<file path="config.mk">
export PLATFORM = sky130hd
export DESIGN_NAME = alu_operand_stage
export DESIGN_NICKNAME = d
export VERILOG_FILES = /design/src/rtl/alu_operand_stage.sv
export SDC_FILE = /design/constraint.sdc
export NUM_CORES = 1
export LEC_CHECK = 0
export BUFFER_PORTS_ARGS = -buffer_cell sky130_fd_sc_hd__clkbuf_2
export CAP_MARGIN = 10
export CORE_AREA = 5 5 154 141
export DETAILED_ROUTE_END_ITERATION = 8
export DIE_AREA = 0 0 159 146
export PLACE_DENSITY = 0.79
export RECOVER_POWER = 50
export SYNTH_ARGS = -nofsm -noshare
export SYNTH_HDL_FRONTEND = slang
export SYNTH_SLANG_ARGS = --single-unit
</file>
<file path="constraint.sdc">
create_clock -name clk -period 13.2 [get_ports clk]
set_clock_uncertainty 0.15 [all_clocks]
set_input_delay 0.66 -clock clk [delete_from_list [all_inputs] [get_ports clk]]
set_output_delay 0.66 -clock clk [all_outputs]
set_load 0.02 [all_outputs]
</file>
<file path="src/rtl/alu_operand_stage.sv">
// alu_operand_stage: resolves ALU operands from register data, forwarding
// results, immediate and PC. Delivers them through a registered main stage
// backed by a one-entry skid buffer, so in_ready never depends on out_ready.
module alu_operand_stage #(
   parameter int DATA_WIDTH = 32
) (
   input  logic                  clk,
   input  logic                  rst,
   input  logic                  in_valid,
   output logic                  in_ready,
   input  logic [DATA_WIDTH-1:0] rd1,
   input  logic [DATA_WIDTH-1:0] rd2,
   input  logic [DATA_WIDTH-1:0] imm,
   input  logic [DATA_WIDTH-1:0] pc,
   input  logic                  alu_src,
   input  logic                  a_sel,
   input  logic [1:0]            fwd_a,
   input  logic [1:0]            fwd_b,
   input  logic [DATA_WIDTH-1:0] ex_fwd,
   input  logic [DATA_WIDTH-1:0] mem_fwd,
   input  logic                  flush,
   output logic                  out_valid,
   input  logic                  out_ready,
   output logic [DATA_WIDTH-1:0] op_a,
   output logic [DATA_WIDTH-1:0] op_b,
   output logic [DATA_WIDTH-1:0] store_data
);

   typedef enum logic [1:0] {
      FWD_REG0 = 2'b00,
      FWD_EX   = 2'b01,
      FWD_MEM  = 2'b10,
      FWD_REG3 = 2'b11
   } fwd_sel_e;

   typedef struct packed {
      logic [DATA_WIDTH-1:0] a;
      logic [DATA_WIDTH-1:0] b;
      logic [DATA_WIDTH-1:0] sd;
   } bundle_t;

   logic    main_valid;
   logic    skid_valid;
   bundle_t main_q;
   bundle_t skid_q;
   bundle_t next_bundle;
   logic [DATA_WIDTH-1:0] fwd_a_val;
   logic [DATA_WIDTH-1:0] fwd_b_val;
   logic accept;
   logic pop;
   logic skid_load;

   assign in_ready  = !skid_valid && !rst;
   assign accept    = in_valid && in_ready && !flush;
   assign pop       = main_valid && out_ready;
   assign skid_load = accept && main_valid && !pop;

   assign out_valid  = main_valid;
   assign op_a       = main_q.a;
   assign op_b       = main_q.b;
   assign store_data = main_q.sd;

   // Resolve forwarded sources, then apply the A/B operand selects.
   always_comb begin
      // NOTE: every output of this block gets a value before any branch, so
      // no path can leave it unassigned and infer a latch.
      fwd_a_val   = rd1;
      fwd_b_val   = rd2;
      next_bundle = '0;
      unique case (fwd_sel_e'(fwd_a))
         FWD_EX:   fwd_a_val = ex_fwd;
         FWD_MEM:  fwd_a_val = mem_fwd;
         default:  fwd_a_val = rd1;
      endcase
      unique case (fwd_sel_e'(fwd_b))
         FWD_EX:   fwd_b_val = ex_fwd;
         FWD_MEM:  fwd_b_val = mem_fwd;
         default:  fwd_b_val = rd2;
      endcase
      next_bundle.a  = a_sel   ? pc  : fwd_a_val;
      next_bundle.b  = alu_src ? imm : fwd_b_val;
      next_bundle.sd = fwd_b_val;
   end

   // Main register and both valid bits: reset beats flush, flush beats accept/pop.
   always_ff @(posedge clk) begin
      // NOTE: state registers use non-blocking assignment so every flop samples
      // the pre-edge values regardless of statement order.
      if (rst) begin
         main_valid <= 1'b0;
         skid_valid <= 1'b0;
         main_q     <= '0;
      end else if (flush) begin
         main_valid <= 1'b0;
         skid_valid <= 1'b0;
      end else if (pop) begin
         if (skid_valid) begin
            main_q     <= skid_q;
            skid_valid <= 1'b0;
         end else if (accept) begin
            main_q     <= next_bundle;
         end else begin
            main_valid <= 1'b0;
         end
      end else if (accept) begin
         if (main_valid) begin
            skid_valid <= 1'b1;
         end else begin
            main_q     <= next_bundle;
            main_valid <= 1'b1;
         end
      end
   end

   // Skid data capture; only meaningful while skid_valid is set.
   always_ff @(posedge clk) begin
      // NOTE: skid data has no reset; skid_valid alone says whether it is live,
      // so resetting the payload would only add reset fan-out.
      if (skid_load) begin
         skid_q <= next_bundle;
      end
   end

endmodule

</file>
==> flow_summary.toml, run 1 <==
[global_route]
grt_max_degree = 89
grt_pass1_vias = 8573
met1_usage = 0.329
met2_usage = 0.423
grt-ovfl-total = 0
top_usage_layer = "met2"
grt_usage = 0.259
antenna_found_initial = 1
grt_use_met3 = 0.0677
grt_pass1_wl_um = 48200

[setup_path]
rr_worst_depth = 4
cpLargestDelayFamily = "buffers and inverters"
crit_top_cell = "clkbuf_1"
cp-end-kind = "flip-flop"
worst_r2r_endpoint = "skid_q[40]$_DFFE_PP_"
path_max_fanout = 65
crit_required_ns = 13.10
crit_path_cell_trace = "clkbuf_1 > nor4_1 > clkbuf_1 > buf_4"
regToRegSetupSlack_ns = 8.93
slowest_stage = "clkbuf_1"
startpoint_type = "input pin"
cp_num_buf_inv = 3
slowest_delay_ns = 2.05
crit_arrival_ns = 5.38
path_class = "in2reg"
rr_startpoint = "skid_valid$_SDFFE_PP0P_"

[final_layout]
nFillCells = 1764
synthToLayoutAreaGrowth_pct = 16.7
antennaDiodeCount = 0
design_area_sq_um = 11800
fin_nets = 1431
drive_gt1_frac = 0.260

[logic_synthesis]
yosysWarnings = 0
synth.yosys.seq_area_share = 0.478
synth_cell_types = 31
synth_fp_nets = 1197
yosys.area.top_type_share = 0.284
async_flop_share = 0
syn_area_per_cell_sq_um = 10.2
yosys.area.top_type = "edfxtp_1"
yosys_register_bits = 194
synth_edf_count = 96
synthFlopType = "dfxtp_1"
synth_cells = 990
ys_top_cells_by_count = "131 x nor2_1, 98 x dfxtp_1, 98 x nand2_1, 96 x edfxtp_1"
netlist_area_sq_um = 10100
synth.area.top_cells = "edfxtp_1 28%, dfxtp_1 19%, o41ai_2 5.1%"
synth.most_common_cell = "nor2_1"

[die]
die_y_um = 146
num_io_pins = 301
die_area_sq_um = 23200
start_util = 0.512
core_sq_um = 19800
num_rows = 49
die_w_um = 159

[pwr]
switching_share = 0.283
seqPwrFrac = 0.476
power_density_nw_per_um2 = 117
clockPowerShare = 0.346
peakVddDrop_mv = 0.0820
pwr-share-comb = 0.178
power.switching_mw = 0.392
p_leak_nw = 4.35
internal_power_mw = 0.995

[placed_design]
dp_slack_ns = 9.50
place_congestion = 0.891
port_buffers = 300
dp_hpwl_um = 21800
placed_area_sq_um = 11500

[drt]
via_count = 8819
via_per_inst = 5.91
postRouteWirelength_um = 31200
drt-pass1-iter-count = 5
wl_per_cell_um = 20.9
ant_nets = 0
first_iter_violations = 684
drc = 0

[clocking]
clk-insertion-delay-late_ns = 0.42
cts_resized = 0
clockBufferDepth = 2
h-tree-depth = 4
cts_made_buffers = 17
ctsRootBufferMaster = "clkbuf_16"
hold_buffers = 0
cts_setup_buffers = 0
cts_tree = "built"
clkTransAtPathRegs_ns = 0.07
clkSinkCount = 194

[timing]
tightest_slew_ns = 3.56
setup_viol = 0
finalHoldViolCount = 0
final.setup.tns_ns = 0
period_share = 0.415
timing.fmax_ghz = 0.183
fin_crit_ns = 5.47
setup_ws_ns = 7.73
slew_violations = 181
relSlewSlack = -1.38
rsz0062_at_grt = "no"

[worst_hold_path]
min_path_cells = 2
worstHoldStart = "op_a[0]$_SDFFE_PP0P_"
worstHoldEndpoint = "op_a[0]$_SDFFE_PP0P_"
holdCritPathClass = "reg2reg"

[job]
maxCapViolations = 3

[run_status]
status = "finished with violations"
violations = "max-capacitance violations, max-slew violations"
-- how the worst max path moves through the flow --
stage	from	to	slack, ns	depth (start not counted)
2_1_floorplan	rst	skid_q[0]$_DFFE_PP_	2.09	3
3_3_place_gp	rst	store_data[1]$_SDFFE_PP0P_	9.62	7
4_1_cts	rst	op_b[3]$_SDFFE_PP0P_	9.95	7
6_report	rst	skid_q[40]$_DFFE_PP_	7.73	4
5_1_grt	rst	skid_q[9]$_DFFE_PP_	7.29	4
3_5_place_dp	rst	store_data[17]$_SDFFE_PP0P_	9.50	7
-- cell type report --
type                    count  area [sq um]  area share
well taps                 255           319      0.0270
repair buffers            313          1470       0.124
clock inverters            10          76.3     0.00645
inverters                   7          26.3     0.00222
multi-input cells         691          4630       0.392
flip-flops and latches    194          4840       0.410
clock buffers              21           460      0.0389
-- power groups by stage --
stage	Sequential, mW	Clock (mW)	Combinational, mW
2_1_floorplan	0.688	0	0.148
6_report	0.660	0.480	0.246
4_1_cts	0.660	0.488	0.252
3_3_place_gp	0.673	0	0.247
5_1_grt	0.661	0.516	0.267
3_5_place_dp	0.674	0	0.251
-- per-stage QoR --
step,total power [mW],utilization,cells,hold slack (ns)
2_1_floorplan,0.836,-,990,0.383
3_3_place_gp,0.920,0.583,1460,0.293
3_5_place_dp,0.924,0.583,1460,0.297
6_report,1.39,0.597,1491,0.303
5_1_grt,1.44,0.597,1491,0.299
4_1_cts,1.40,0.610,1491,0.300
-- kinds of logic after synthesis --
kind of cell,count (synthesis),share of synthesized area
AOI/OAI and AO/OA,261,0.258
adders and majority gates,4,0.00494
buffers and inverters,105,0.0567
DFF,194,0.478
and+or+nand+nor,426,0.203
-- layout by cell type (no fill, tap or decap), types with 16 or more instances in the layout --
cell type / count
a211oi_1: 35
a21oi_1: 33
a221oi_1: 40
a221oi_2: 24
clkbuf_1: 103
clkbuf_16: 17
clkbuf_2: 200
dfxtp_1: 98
edfxtp_1: 96
nand2_1: 98
nand2b_1: 32
nand3b_1: 32
nor2_1: 131
nor2b_1: 64
nor3_1: 64
o211ai_1: 31
o31ai_1: 45
o31ai_2: 16
o41ai_2: 32
-- per-layer routing --
metal	part of all wire	routed length, um	vias up
met5	0.00048	15	-
met4	0.037	1170	2
met3	0.081	2540	49
met2	0.48	14900	432
met1	0.40	12600	4170
li1	-	-	4166
-- worst reg2reg max path: stages, from the launching register on --
cell,delay (ns)
dfxtp_1,0.41
nand2b_1,0.20
nor4_1,0.18
clkbuf_1,2.05
buf_4,0.89
-- sequential cells by signal, indices dropped and copies added, names as in the netlist --
name,count
skid_q,96
op_a,32
op_b,32
store_data,32
out_valid,1
skid_valid,1
No activity file was read; power rests on OpenSTA's default activity.
==> run 2: changes to the inputs <==
- ABC_AREA: default -> 1
- CORE_AREA: 5 5 154 141 -> 5 5 155 142
- DIE_AREA: 0 0 159 146 -> 0 0 160 147
- PLACE_DENSITY: 0.79 -> 0.8
- clock period: 13.2 -> 5.1 ns (I/O delays scaled with it)
==> flow_summary.toml, run 2 <==
[logic_synthesis]
synth.area.top_cells = "edfxtp_1 28%, dfxtp_1 19%, nand2_1 18%"
syn_area_per_cell_sq_um = 7.02
yosysWarnings = 0
yosys.area.top_type = "edfxtp_1"
synthFlopType = "dfxtp_1"
synth_edf_count = 96
synth_cell_types = 23
yosys.area.top_type_share = 0.275
synth.yosys.seq_area_share = 0.462
netlist_area_sq_um = 10500
synth_cells = 1493
synth.most_common_cell = "nand2_1"
synth_fp_nets = 1700
ys_top_cells_by_count = "502 x nand2_1, 162 x nor2_1, 155 x nand3_1, 134 x a21oi_1, 132 x inv_1"
async_flop_share = 0
yosys_register_bits = 194

[timing]
slew_violations = 115
relSlewSlack = -1.05
period_share = 0.789
holdWs_ns = 0.0225
timing.fmax_ghz = 0.249
setup_viol = 0
finalHoldViolCount = 0
rsz0062_at_grt = "no"
final.setup.tns_ns = 0
fin_crit_ns = 4.02
tightest_slew_ns = 3.07

[setup_path]
rr_worst_depth = 4
path_max_fanout = 64
worst_r2r_endpoint = "skid_q[1]$_DFFE_PP_"
startpoint_type = "flip-flop"
crit_top_cell = "nor2_1"
regToRegSetupSlack_ns = 1.08
slowest_stage = "nor2_1"
cpLargestDelayFamily = "simple AND/OR/NAND/NOR gates"
cp_num_buf_inv = 1
crit_required_ns = 5.03
slowest_delay_ns = 2.28
rr_startpoint = "skid_valid$_SDFFE_PP0P_"
crit_arrival_ns = 3.95
cp-end-kind = "flip-flop"
path_class = "reg2reg"
crit_path_cell_trace = "nor2_1 > nand2_1 > nor2_1 > buf_12"

[clocking]
cts_made_buffers = 17
ctsRootBufferMaster = "clkbuf_16"
cts_tree = "built"
clockBufferDepth = 2
cts_resized = 0
clkTransAtPathRegs_ns = 0.07
h-tree-depth = 4
clkSinkCount = 194
clk-insertion-delay-late_ns = 0.43

[die]
start_util = 0.515
num_io_pins = 301
core_sq_um = 20300
die_y_um = 147
die_w_um = 160
num_rows = 50
die_area_sq_um = 23500

[placed_design]
dp_hpwl_um = 23900
place_congestion = 0.894
dp_cells = 1975
port_buffers = 300
placed_area_sq_um = 12000

[global_route]
grt_pass1_wl_um = 52900
grt_max_degree = 87
grt_usage = 0.283
grt_pass1_vias = 9932
antenna_found_initial = 1
grt-ovfl-total = 0

[drt]
ant_nets = 0
drt-pass1-iter-count = 5
drc = 0
wl_per_cell_um = 16.8
first_iter_violations = 1139
postRouteWirelength_um = 34200
via_count = 10700
via_per_inst = 5.24

[worst_hold_path]
holdCritPathClass = "in2reg"
worstHoldEndpoint = "skid_q[86]$_DFFE_PP_"
worstHoldStart = "pc[22]"
min_path_cells = 3

[final_layout]
multi_input_area_sq_um = 4730
mostFrequentLayoutCell = "nand2_1"
finalNonFillerCells = 2034
final_cell_mix = "503 x nand2_1, 201 x clkbuf_2, 163 x nor2_1"
fin_nets = 1967
synthToLayoutAreaGrowth_pct = 21.5
regArea_sq_um = 4840
design_area_sq_um = 12700
drive_gt1_frac = 0.175
nFillCells = 1895
largest_reg_flops = 96
regMostFlops = "skid_q"

[run_status]
status = "finished with violations"
violations = "max-capacitance violations, max-slew violations"

[pwr]
power_density_nw_per_um2 = 283
peakVddDrop_mv = 0.146
p_leak_nw = 6.23

[job]
maxCapViolations = 3
run 2: cell types whose count changed in the layout (fill, tap and decap cells not counted), moves of 34 or more:
cell and delta:
a211oi_1 -34, a21oi_1 +101, a221oi_1 -40, inv_1 +126, nand2_1 +405, nand3_1 +154, nor2b_1 -64, nor3_1 -64
o31ai_1 -45, or2_2 +64
run 2: how the worst max path moves through the flow:
stage / startpoint / end / depth (start not counted)
final: skid_valid$_SDFFE_PP0P_ / skid_q[1]$_DFFE_PP_ / 4
after global placement: out_ready / op_b[5]$_SDFFE_PP0P_ / 8
after floorplan: rst / skid_q[0]$_DFFE_PP_ / 4
after CTS: out_ready / op_b[3]$_SDFFE_PP0P_ / 8
after global routing: skid_valid$_SDFFE_PP0P_ / skid_q[0]$_DFFE_PP_ / 4
after detailed placement: out_ready / op_b[18]$_SDFFE_PP0P_ / 8
run 2: layer usage:
layer / part of all wire / vias up / global-route usage / wire [um]
met5: 0 / - / 0 / 0
met4: 0.040 / 0 / 0.117 / 1370
met3: 0.085 / 82 / 0.0502 / 2890
met2: 0.46 / 567 / 0.452 / 15800
li1: - / 5235 / - / -
met1: 0.41 / 4772 / 0.382 / 14200
run 2: kinds of logic (layout without fill, tap and decap cells):
logic type | after synthesis | after routing | share of synthesized area
AO/OA/AOI/OAI | 152 | 152 | 0.0740
adder cells (fa/ha/maj) | 4 | 4 | 0.00478
buffers and inverters | 224 | 504 | 0.0872
flip-flops | 194 | 194 | 0.462
other | 0 | 1 | 0
AND/OR/NAND/NOR | 919 | 919 | 0.372
run 2: metrics by stage:
step | setup slack [ns] | power, mW | utilization
after global routing | 0.941 | 3.74 | 0.626
final | 1.08 | 3.60 | 0.626
after CTS | 2.02 | 3.62 | 0.633
after floorplan | 1.22 | 2.05 | -
after global placement | 2.25 | 2.25 | 0.591
after detailed placement | 2.17 | 2.26 | 0.591
run 2: tightest hold or removal path, cell delays in order:
cell	delay, ns
clkbuf_2	0.08
nand2_1	0.06
nand2_1	0.10
run 2: area by class of cell:
class,count,share of cell area
sequential,194,0.381
multi-input combinational,1075,0.372
timing repair buffer,337,0.136
inverter,135,0.0398
clock buffer,20,0.0359
tap,260,0.0256
clock inverter,12,0.0102
antenna,1,0.000197
run 2: power breakdown:
part / switching (mW) / total [mW] / internal (mW)
Clock: 0.598 / 1.35 / 0.751
Sequential: 0.0155 / 1.69 / 1.67
Combinational: 0.361 / 0.559 / 0.199
Total: 0.974 / 3.60 / 2.62
run 2: repair_timing:
item,in CTS,in global routing
hold buffers,26,0
endpoints found under the hold margin,25,0
setup buffers,0,0
==> run 3: changes to the inputs <==
- clock period: 5.1 -> 4.15 ns (I/O delays scaled with it)
==> flow_summary.toml, run 3 (synthesis results as in run 2) <==
[placed_design]
dp_hpwl_um = 23700
port_buffers = 300
place_congestion = 0.888

[final_layout]
regMostFlops = "skid_q"
drive_gt1_frac = 0.175
fin_nets = 2001
mostFrequentLayoutCell = "nand2_1"
synthToLayoutAreaGrowth_pct = 25.1
final_cell_mix = "503 x nand2_1, 201 x clkbuf_2, 162 x nor2_1"
largest_reg_flops = 96
nFillCells = 1828

[clocking]
clkSinkCount = 194
cts_made_buffers = 17
h-tree-depth = 4
cts_tree = "built"
clockBufferDepth = 2
clk-insertion-delay-late_ns = 0.43
ctsRootBufferMaster = "clkbuf_16"
clkTransAtPathRegs_ns = 0.08

[die]
num_rows = 50
num_io_pins = 301
start_util = 0.515
die_y_um = 147
die_area_sq_um = 23500
die_w_um = 160
core_sq_um = 20300

[drt]
drc = 0
route.met3.wl_um = 2940
wl_met1_um = 14800
met2WireLength_um = 16000
drt-pass1-iter-count = 8
via_per_inst = 5.24
highest_layer = "met5"
wl_per_cell_um = 16.8
ant_nets = 0
via_count = 10800
first_iter_violations = 1025
postRouteWirelength_um = 34800

[worst_hold_path]
holdCritPathClass = "in2reg"
min_path_cells = 3

[timing]
rsz0062_at_grt = "no"
timing.fmax_ghz = 0.339
finalHoldViolCount = 0
setup_viol = 0
fin_crit_ns = 2.95
period_share = 0.711
relSlewSlack = -0.264
final.setup.tns_ns = 0
tightest_slew_ns = 1.90
slew_violations = 127

[setup_path]
startpoint_type = "input pin"
rr_worst_depth = 7
path_class = "in2reg"
path_max_fanout = 45
crit_required_ns = 4.33
cp-end-kind = "flip-flop"
crit_arrival_ns = 3.13

[job]
maxCapViolations = 3

[global_route]
antenna_found_initial = 2
grt_max_degree = 129
grt-ovfl-total = 0
grt_pass1_vias = 10400
grt_pass1_wl_um = 54500
grt_usage = 0.289

[run_status]
status = "finished with violations"
violations = "max-capacitance violations, max-slew violations"

[pwr]
pwr-share-comb = 0.158
power_mw = 4.52
p_leak_nw = 6.40
power_density_nw_per_um2 = 345
power.switching_mw = 1.28
internal_power_mw = 3.24
seqPwrFrac = 0.459
peakVddDrop_mv = 0.236
clockPowerShare = 0.383
switching_share = 0.283
run 3: cell count changes in the layout (fill, tap and decap cells not counted), sizes merged:
cell,before,now
buf,10,14
inv,136,142
clkinvlp,1,2
dlygate4sd3,26,56
clkbuf,321,318
clkinv,8,4
run 3: power groups by stage:
stage | registers, mW | clock network [mW] | logic (mW)
6_report | 2.08 | 1.73 | 0.714
3_5_place_dp | 2.12 | 0 | 0.665
2_1_floorplan | 2.15 | 0 | 0.369
5_1_grt | 2.08 | 1.84 | 0.789
3_3_place_gp | 2.12 | 0 | 0.656
4_1_cts | 2.07 | 1.76 | 0.710
run 3: cell type report:
type	instances	area, sq um	share of cell area
diodes	1	2.50	0.000191
clock buffers	17	425	0.0325
clock inverters	15	189	0.0144
inverters	135	507	0.0387
multi-input cells	1075	4740	0.362
flip-flops and latches	194	4840	0.370
well taps	260	325	0.0248
repair buffers	371	2070	0.158
run 3: worst paths after layout:
kind                                                  start                     endpoint  slack [ns]
worst max-delay path                               fwd_a[0]        op_a[29]$_SDFFE_PP0P_        1.20
worst min-delay path                                 pc[11]         skid_q[75]$_DFFE_PP_        0.01
worst max register to register       out_valid$_SDFFE_PP0P_        op_b[28]$_SDFFE_PP0P_        1.26
worst min register to register  store_data[21]$_SDFFE_PP0P_  store_data[21]$_SDFFE_PP0P_        0.32
run 3: critical path, cell delays in order:
cell and delay (ns):
clkbuf_1 0.10, inv_1 0.05, ha_1 0.59, inv_1 1.23, nand3_1 0.43, nand2_1 0.18, nand2_1 0.09, a21oi_1 0.15
nor2_1 0.07
run 3: metal layers:
metal  global-route usage  up-vias
met3               0.0567       70
met4                0.111        2
met1                0.396     4889
met2                0.457      570
li1                     -     5311
met5                    0        -
run 3: what timing repair did:
| item | CTS | global route |
|---|---|---|
| setup endpoints to repair | 0 | 0 |
| resized for setup | 0 | 0 |
| endpoints found under the hold margin | 57 | 1 |
| hold buffers | 55 | 1 |
| buffers inserted | 0 | 0 |
run 3: metrics by stage:
stage               hold slack, ns  utilization  cells  worst slack (ns)  area [sq um]
floorplan                    0.156            -   1493             0.316         10500
global route               0.00346        0.645   2068              1.06         13100
finish                      0.0141        0.645   2068              1.20         13100
global placement             0.306        0.593   1979              1.39         12100
detailed placement           0.306        0.593   1979              1.34         12100
CTS                        0.00115        0.650   2066              1.32         13200
